<file path="src/rtl/minhash_pkg.sv">
// Shared types and constants for the MinHash Jaccard sequencer.
package minhash_pkg;

  localparam int unsigned DEFAULT_SEED_W = 32;
  localparam int unsigned DEFAULT_CNT_W  = 5;
  localparam int unsigned WAIT_W         = 4;

  typedef enum logic [2:0] {
    IDLE,
    FETCH,
    LOAD,
    WAIT,
    COMPARE,
    DONE
  } sched_state_t;

  // Cycles from start acceptance to the done pulse for a full comparison.
  function automatic int unsigned run_latency(input int unsigned num_hash,
                                              input int unsigned pipe_lat);
    return num_hash * (pipe_lat + 32'd3) + 32'd1;
  endfunction

endpackage

</file>
<file path="src/rtl/minhash_wait_timer.sv">
// Loadable down-counter that covers the datapath latency in WAIT.
// expired_o is high whenever the count is 1 or less.
module minhash_wait_timer
  import minhash_pkg::*;
#(
  parameter int unsigned W = WAIT_W
) (
  input  logic         clk,
  input  logic         rst_i,
  input  logic         load_i,
  input  logic         dec_i,
  input  logic [W-1:0] load_val_i,
  output logic         expired_o
);

  logic [W-1:0] cnt_q, cnt_d;
  logic         expired_q;

  // Next count: load wins over decrement; hold at zero.
  always_comb begin
    cnt_d = cnt_q;
    if (load_i) begin
      cnt_d = load_val_i;
    end else if (dec_i && (cnt_q != '0)) begin
      cnt_d = cnt_q - W'(1);
    end
  end

  // Count register and registered expiry flag tracking the new count.
  always_ff @(posedge clk) begin
    if (rst_i) begin
      cnt_q     <= '0;
      expired_q <= 1'b1;
    end else begin
      cnt_q     <= cnt_d;
      expired_q <= (cnt_d <= W'(1));
    end
  end

  assign expired_o = expired_q;

endmodule

</file>
<file path="src/rtl/minhash_sched.sv">
// Sequencer for the MinHash Jaccard datapath: fetches seed pairs, waits
// the hash/min latency, and counts matching per-sequence minima.
// Optional: define MINHASH_SCHED_PERF_EN to add the runCycles counter.
module minhash_sched
  import minhash_pkg::*;
#(
  parameter int unsigned NUM_HASH = 20,
  parameter int unsigned PIPE_LAT = 3,
  parameter int unsigned SEED_W   = DEFAULT_SEED_W,
  parameter int unsigned CNT_W    = DEFAULT_CNT_W
) (
  input  logic                                             clk,
  input  logic                                             rstN,
  input  logic                                             start,
  output logic                                             busy,
  output logic                                             kmerHold,
  output logic [((NUM_HASH > 1) ? $clog2(NUM_HASH) : 1)-1:0] seedAddr,
  input  logic [SEED_W-1:0]                                seedA,
  input  logic [SEED_W-1:0]                                seedB,
  output logic [SEED_W-1:0]                                randA,
  output logic [SEED_W-1:0]                                randB,
  input  logic [SEED_W-1:0]                                minValSeqOne,
  input  logic [SEED_W-1:0]                                minValSeqTwo,
  output logic [CNT_W-1:0]                                 jaccardSimilarity,
  output logic                                             done
`ifdef MINHASH_SCHED_PERF_EN
  ,
  output logic [15:0]                                      runCycles
`endif
);

  localparam int unsigned AW = (NUM_HASH > 1) ? $clog2(NUM_HASH) : 1;
  localparam logic [AW-1:0]     LAST_IDX = AW'(NUM_HASH - 1);
  localparam logic [WAIT_W-1:0] LAT_V    = WAIT_W'(PIPE_LAT);

  // Elaboration-time parameter range checks.
  if ((NUM_HASH < 1) || (NUM_HASH > (2 ** CNT_W) - 1)) begin : g_bad_num_hash
    $error("minhash_sched: NUM_HASH must be 1..2**CNT_W-1");
  end
  if (PIPE_LAT > 15) begin : g_bad_pipe_lat
    $error("minhash_sched: PIPE_LAT must be 0..15");
  end

  sched_state_t      state_q, state_d;
  logic [AW-1:0]     idx_q, idx_d;
  logic [CNT_W-1:0]  match_q, match_d;
  logic [CNT_W-1:0]  jac_q, jac_d;
  logic [SEED_W-1:0] rand_a_q, rand_a_d;
  logic [SEED_W-1:0] rand_b_q, rand_b_d;
  logic              busy_q, busy_d;
  logic              done_q, done_d;
  logic              tmr_load, tmr_dec, tmr_expired;

  minhash_wait_timer #(
    .W (WAIT_W)
  ) u_wait_timer (
    .clk        (clk),
    .rst_i      (rstN),
    .load_i     (tmr_load),
    .dec_i      (tmr_dec),
    .load_val_i (LAT_V),
    .expired_o  (tmr_expired)
  );

  // Next-state and registered-output logic for the sequencer.
  always_comb begin
    state_d  = state_q;
    idx_d    = idx_q;
    match_d  = match_q;
    jac_d    = jac_q;
    rand_a_d = rand_a_q;
    rand_b_d = rand_b_q;
    done_d   = 1'b0;
    tmr_load = 1'b0;
    tmr_dec  = 1'b0;
    unique case (state_q)
      IDLE: begin
        if (start) begin
          state_d = FETCH;
          idx_d   = '0;
          match_d = '0;
        end
      end
      FETCH: begin
        state_d = LOAD;
      end
      LOAD: begin
        rand_a_d = seedA;
        rand_b_d = seedB;
        tmr_load = 1'b1;
        state_d  = (LAT_V != '0) ? WAIT : COMPARE;
      end
      WAIT: begin
        tmr_dec = 1'b1;
        if (tmr_expired) begin
          state_d = COMPARE;
        end
      end
      COMPARE: begin
        if (minValSeqOne == minValSeqTwo) begin
          match_d = match_q + CNT_W'(1);
        end
        if (idx_q == LAST_IDX) begin
          state_d = DONE;
          jac_d   = match_d;
          done_d  = 1'b1;
        end else begin
          idx_d   = idx_q + AW'(1);
          state_d = FETCH;
        end
      end
      DONE: begin
        state_d = IDLE;
      end
      default: begin
        state_d = IDLE;
      end
    endcase
    busy_d = (state_d != IDLE);
  end

  // State and output registers with synchronous reset.
  always_ff @(posedge clk) begin
    if (rstN) begin
      state_q  <= IDLE;
      idx_q    <= '0;
      match_q  <= '0;
      jac_q    <= '0;
      rand_a_q <= '0;
      rand_b_q <= '0;
      busy_q   <= 1'b0;
      done_q   <= 1'b0;
    end else begin
      state_q  <= state_d;
      idx_q    <= idx_d;
      match_q  <= match_d;
      jac_q    <= jac_d;
      rand_a_q <= rand_a_d;
      rand_b_q <= rand_b_d;
      busy_q   <= busy_d;
      done_q   <= done_d;
    end
  end

  assign busy              = busy_q;
  assign kmerHold          = busy_q;
  assign seedAddr          = idx_q;
  assign randA             = rand_a_q;
  assign randB             = rand_b_q;
  assign jaccardSimilarity = jac_q;
  assign done              = done_q;

`ifdef MINHASH_SCHED_PERF_EN
  logic [15:0] perf_cnt_q, perf_cnt_d;
  logic [15:0] run_cycles_q, run_cycles_d;
  logic [15:0] perf_inc;

  // Busy-cycle counter (1 in the first busy cycle), latched entering DONE.
  always_comb begin
    perf_inc     = (perf_cnt_q == 16'hFFFF) ? 16'hFFFF : (perf_cnt_q + 16'd1);
    perf_cnt_d   = perf_cnt_q;
    run_cycles_d = run_cycles_q;
    if (state_q == IDLE) begin
      if (start) begin
        perf_cnt_d = 16'd1;
      end
    end else begin
      perf_cnt_d = perf_inc;
    end
    if (state_d == DONE) begin
      run_cycles_d = perf_inc;
    end
  end

  // Performance counter registers; cleared only by reset.
  always_ff @(posedge clk) begin
    if (rstN) begin
      perf_cnt_q   <= '0;
      run_cycles_q <= '0;
    end else begin
      perf_cnt_q   <= perf_cnt_d;
      run_cycles_q <= run_cycles_d;
    end
  end

  assign runCycles = run_cycles_q;
`endif

endmodule

</file>
<file path="config.mk">
export PLATFORM = sky130hd
export DESIGN_NAME = minhash_sched
export DESIGN_NICKNAME = d
export VERILOG_FILES = /design/src/rtl/minhash_pkg.sv /design/src/rtl/minhash_wait_timer.sv /design/src/rtl/minhash_sched.sv
export SDC_FILE = /design/constraint.sdc
export NUM_CORES = 1
export LEC_CHECK = 0
export ABC_AREA = 1
export CORE_ASPECT_RATIO = 1.5
export CORE_MARGIN = 5
export CORE_UTILIZATION = 32
export CTS_CLUSTER_SIZE = 10
export DETAILED_ROUTE_END_ITERATION = 10
export GPL_ROUTABILITY_DRIVEN = 0
export MAX_ROUTING_LAYER = met4
export PLACE_DENSITY = 0.67
export SETUP_SLACK_MARGIN = 0.15
export SYNTH_ARGS = -nofsm -noshare
export SYNTH_HDL_FRONTEND = slang
export SYNTH_HIERARCHICAL = 1
export SYNTH_SLANG_ARGS = --single-unit
</file>
<file path="constraint.sdc">
create_clock -name clk -period 1.6 [get_ports clk]
set_input_delay 0.48 -clock clk [delete_from_list [all_inputs] [get_ports clk]]
set_output_delay 0.48 -clock clk [all_outputs]
set_load 0.05 [all_outputs]
</file>
==> metrics.txt <==
status=completed; number of diodes=0; Cells after Synth=approximately 580; CTS tree=built; Static Leak=roughly 0.0034 uW; port bufs=207; Vias/cell=around 4.6; min-delay src=seedAddr[0]; CP Launch Type=input pin; post-route setup TNS=0 ns; FF-to-FF End=seedAddr[4]; DRT Pass-1 Iters=4; crit-path cells=clkdlybuf4s15_2, xnor2_1, nand2_1, nor2_2, nand2_2, nor2_4, nand3_1, nand2_1, nand2_1, nand2_1, inv_1; RSZ-0062 raised after global routing=yes; Mapped Area=around 4100 um^2; FMAX=690 MHz; Initial Util=32.6%; Detailed Place HPWL=between 10 and 15 mm; critical path's slowest cell=nor2_4; initial antenna violation count=0; Gate power share=between 30% and 40%; # clock sinks=89; Max H-tree Level=3; largest net degree at the start of global routing=65; drt total wl=13.4 mm; Inserted Clock Buffers=9; mean post-synth cell area=between 7 and 8 um^2; Yosys warnings=6; CTS clk-pin slew, worst paths=0.07 ns; Ports=208; DR vias=approximately 4400; clk buf depth=2; final setup violation count=0; minimum clock period=about 1.4 ns; FFs w/ async S/R, synth=0%; Setup CP Type=in2reg; Reg2Reg Setup Slack=0.22 ns; Psw=2640 uW; most frequent cells in the layout=nor2_1, dfxtp_1, nand2_1, buf_12, clkdlybuf4s50_1; worst r2r src=state_q[2]; die height=148 um; Overall Power=roughly 7700 uW; Yosys top cell by area=dfxtp_1; crit path capture type=register; die area=roughly 15000 um^2; synthesis-stage register bit count=89; num rows=50; share of the synthesized area in the top cell type=approximately 44%; power per cell area=between 1000 and 1500 nW/um^2; Sequential Power Share=a little over a third; Clk pwr share=between 20% and 30%; first-pass GRT wire length=around 20 mm; Layout Skew=about 0.0059 ns; grt ovf=0; cell-internal power=~5100 uW; crit-path max FO=6; ys flop type=dfxtp_1; register area share after synthesis=43.9%; Final Hold Fails=0; cells on worst reg2reg path=9; area grow syn2layout=82.3%; number of synthesized flops with an enable pin=0; total track usage=17.3%; Starting DRT DRC Count=124; # DRC=0; Routed Antenna Nets=0; fraction of layout instances using a drive strength above 1=between 20 and 30%; worst path required time=around 1.8 ns; Clock Latency Late Sink=between 0.3 and 0.4 ns; Core ar.=12400 um^2; worst min-delay path class=reg2reg; Worst path max stage delay=~0.21 ns; vias in the first global route=4406; commonest non-fill, non-tap cell in the layout=nor2_1; Final nets=~900; Die W=slightly above 100 um; Hold Path Depth=1; Hold WS=around 0.48 ns; final slew viol count=0; maxcap violations=0; Avg WL per Cell=between 10 and 15 um; period utilisation layout=approximately nine tenths; switching share of total power=34.3%; Worst IR Drop VDD=0.923 mV; Most Frequent Cell on Critical Path=nand2_1; root buf cell=clkbuf_16; Yosys cell types=31; hold endpoint=seedAddr[0]; most area-consuming cells after synthesis=dfxtp_1, nor2_1, nand2_1; Critical Path AT=1.69 ns
-- synthesized netlist by cell type, drive strengths merged, types with 3 or more instances --
cell type and n:
nand2 95, a21oi 10, dfxtp 89, buf 9, nand3 25, nor3 5
nor2 163, inv 60, xnor2 21, xor2 5, o21ai 70, clkbuf 15
ha 3
-- power groups by stage --
stage / combinational (uW) / sequential [uW] / clock [uW]
after floorplan: 658 / 3400 / 0
after global placement: 2830 / 2760 / 0
after detailed placement: 2870 / 2780 / 0
after CTS: 2870 / 2730 / 2180
after global routing: 3030 / 2760 / 2290
final: 2870 / 2730 / 2110
-- metrics by stage --
step / area (um^2) / setup slack, ns / std cells / util [%]
floorplan: 4080 / 0.204 / 579 / -
global route: 7400 / 0.0489 / 950 / 59.4
detailed placement: 7130 / -0.471 / 931 / 57.3
finish: 7400 / 0.150 / 950 / 59.4
CTS: 7490 / 0.135 / 948 / 60.1
global placement: 7130 / -0.424 / 931 / 57.3
-- what timing repair did --
| item | in CTS | in global routing |
|---|---|---|
| cloned | 0 | 1 |
| setup buffers | 1 | 1 |
| pin swaps | 43 | 63 |
| hold buffers | 0 | 0 |
| resized for setup | 148 | 91 |
| setup endpoints to repair | 16 | 24 |
-- registers in the layout, summed over array words and instances, names as in the netlist --
| signal | cells |
|---|---|
| state_q | 3 |
| seedAddr | 5 |
| jaccardSimilarity | 5 |
| randB | 32 |
| busy | 1 |
| u_wait_timer/expired_o | 1 |
| randA | 32 |
| done | 1 |
| match_q | 5 |
| u_wait_timer/cnt_q | 4 |
-- worst max-delay path: cells and delay by family --
kind | cells | cell delay, ns
and+or+nand+nor | 8 | 0.85
buffers and inverters | 2 | 0.22
xor gates and xnor gates | 1 | 0.15
-- worst max-delay path by stage --
stage	startpoint	endpoint	slack [ns]
after floorplan	state_q[1]	u_wait_timer/expired_o	0.20
after global placement	minValSeqOne[0]	jaccardSimilarity[4]	-0.42
after detailed placement	minValSeqOne[0]	jaccardSimilarity[2]	-0.47
after CTS	minValSeqOne[8]	match_q[1]	0.13
after global routing	minValSeqOne[0]	jaccardSimilarity[4]	0.05
final	minValSeqOne[0]	jaccardSimilarity[0]	0.15
-- layer usage --
layer  vias to the layer above  global-route usage, %  wire (um)  part of all wire, %
met5                         -                      -          0                    0
met4                         0                   6.70        300                  2.2
met3                        19                   5.62       1250                  9.3
met2                       172                   30.0       7000                   52
met1                      1997                   17.9       4840                   36
li1                       2197                      -          -                    -
-- layout make-up --
type	count	area [um^2]
Timing Repair Buffer	223	2780
Multi-Input combinational cell	406	2110
Tap cell	156	195
Clock buffer	10	229
Clock inverter	6	66.3
Inverter	60	225
Sequential cell	89	1800
Fill cell	1084	5050
-- cells by family after synthesis --
kind of cell,synth area share [%]
DFF,43.9
and+or+nand+nor,30.8
buffers and inverters,8.14
other,0.185
xor gates and xnor gates,5.61
adders and majority gates,0.925
AOI/OAI and AO/OA,10.5
No activity file was read; power rests on OpenSTA's default activity.
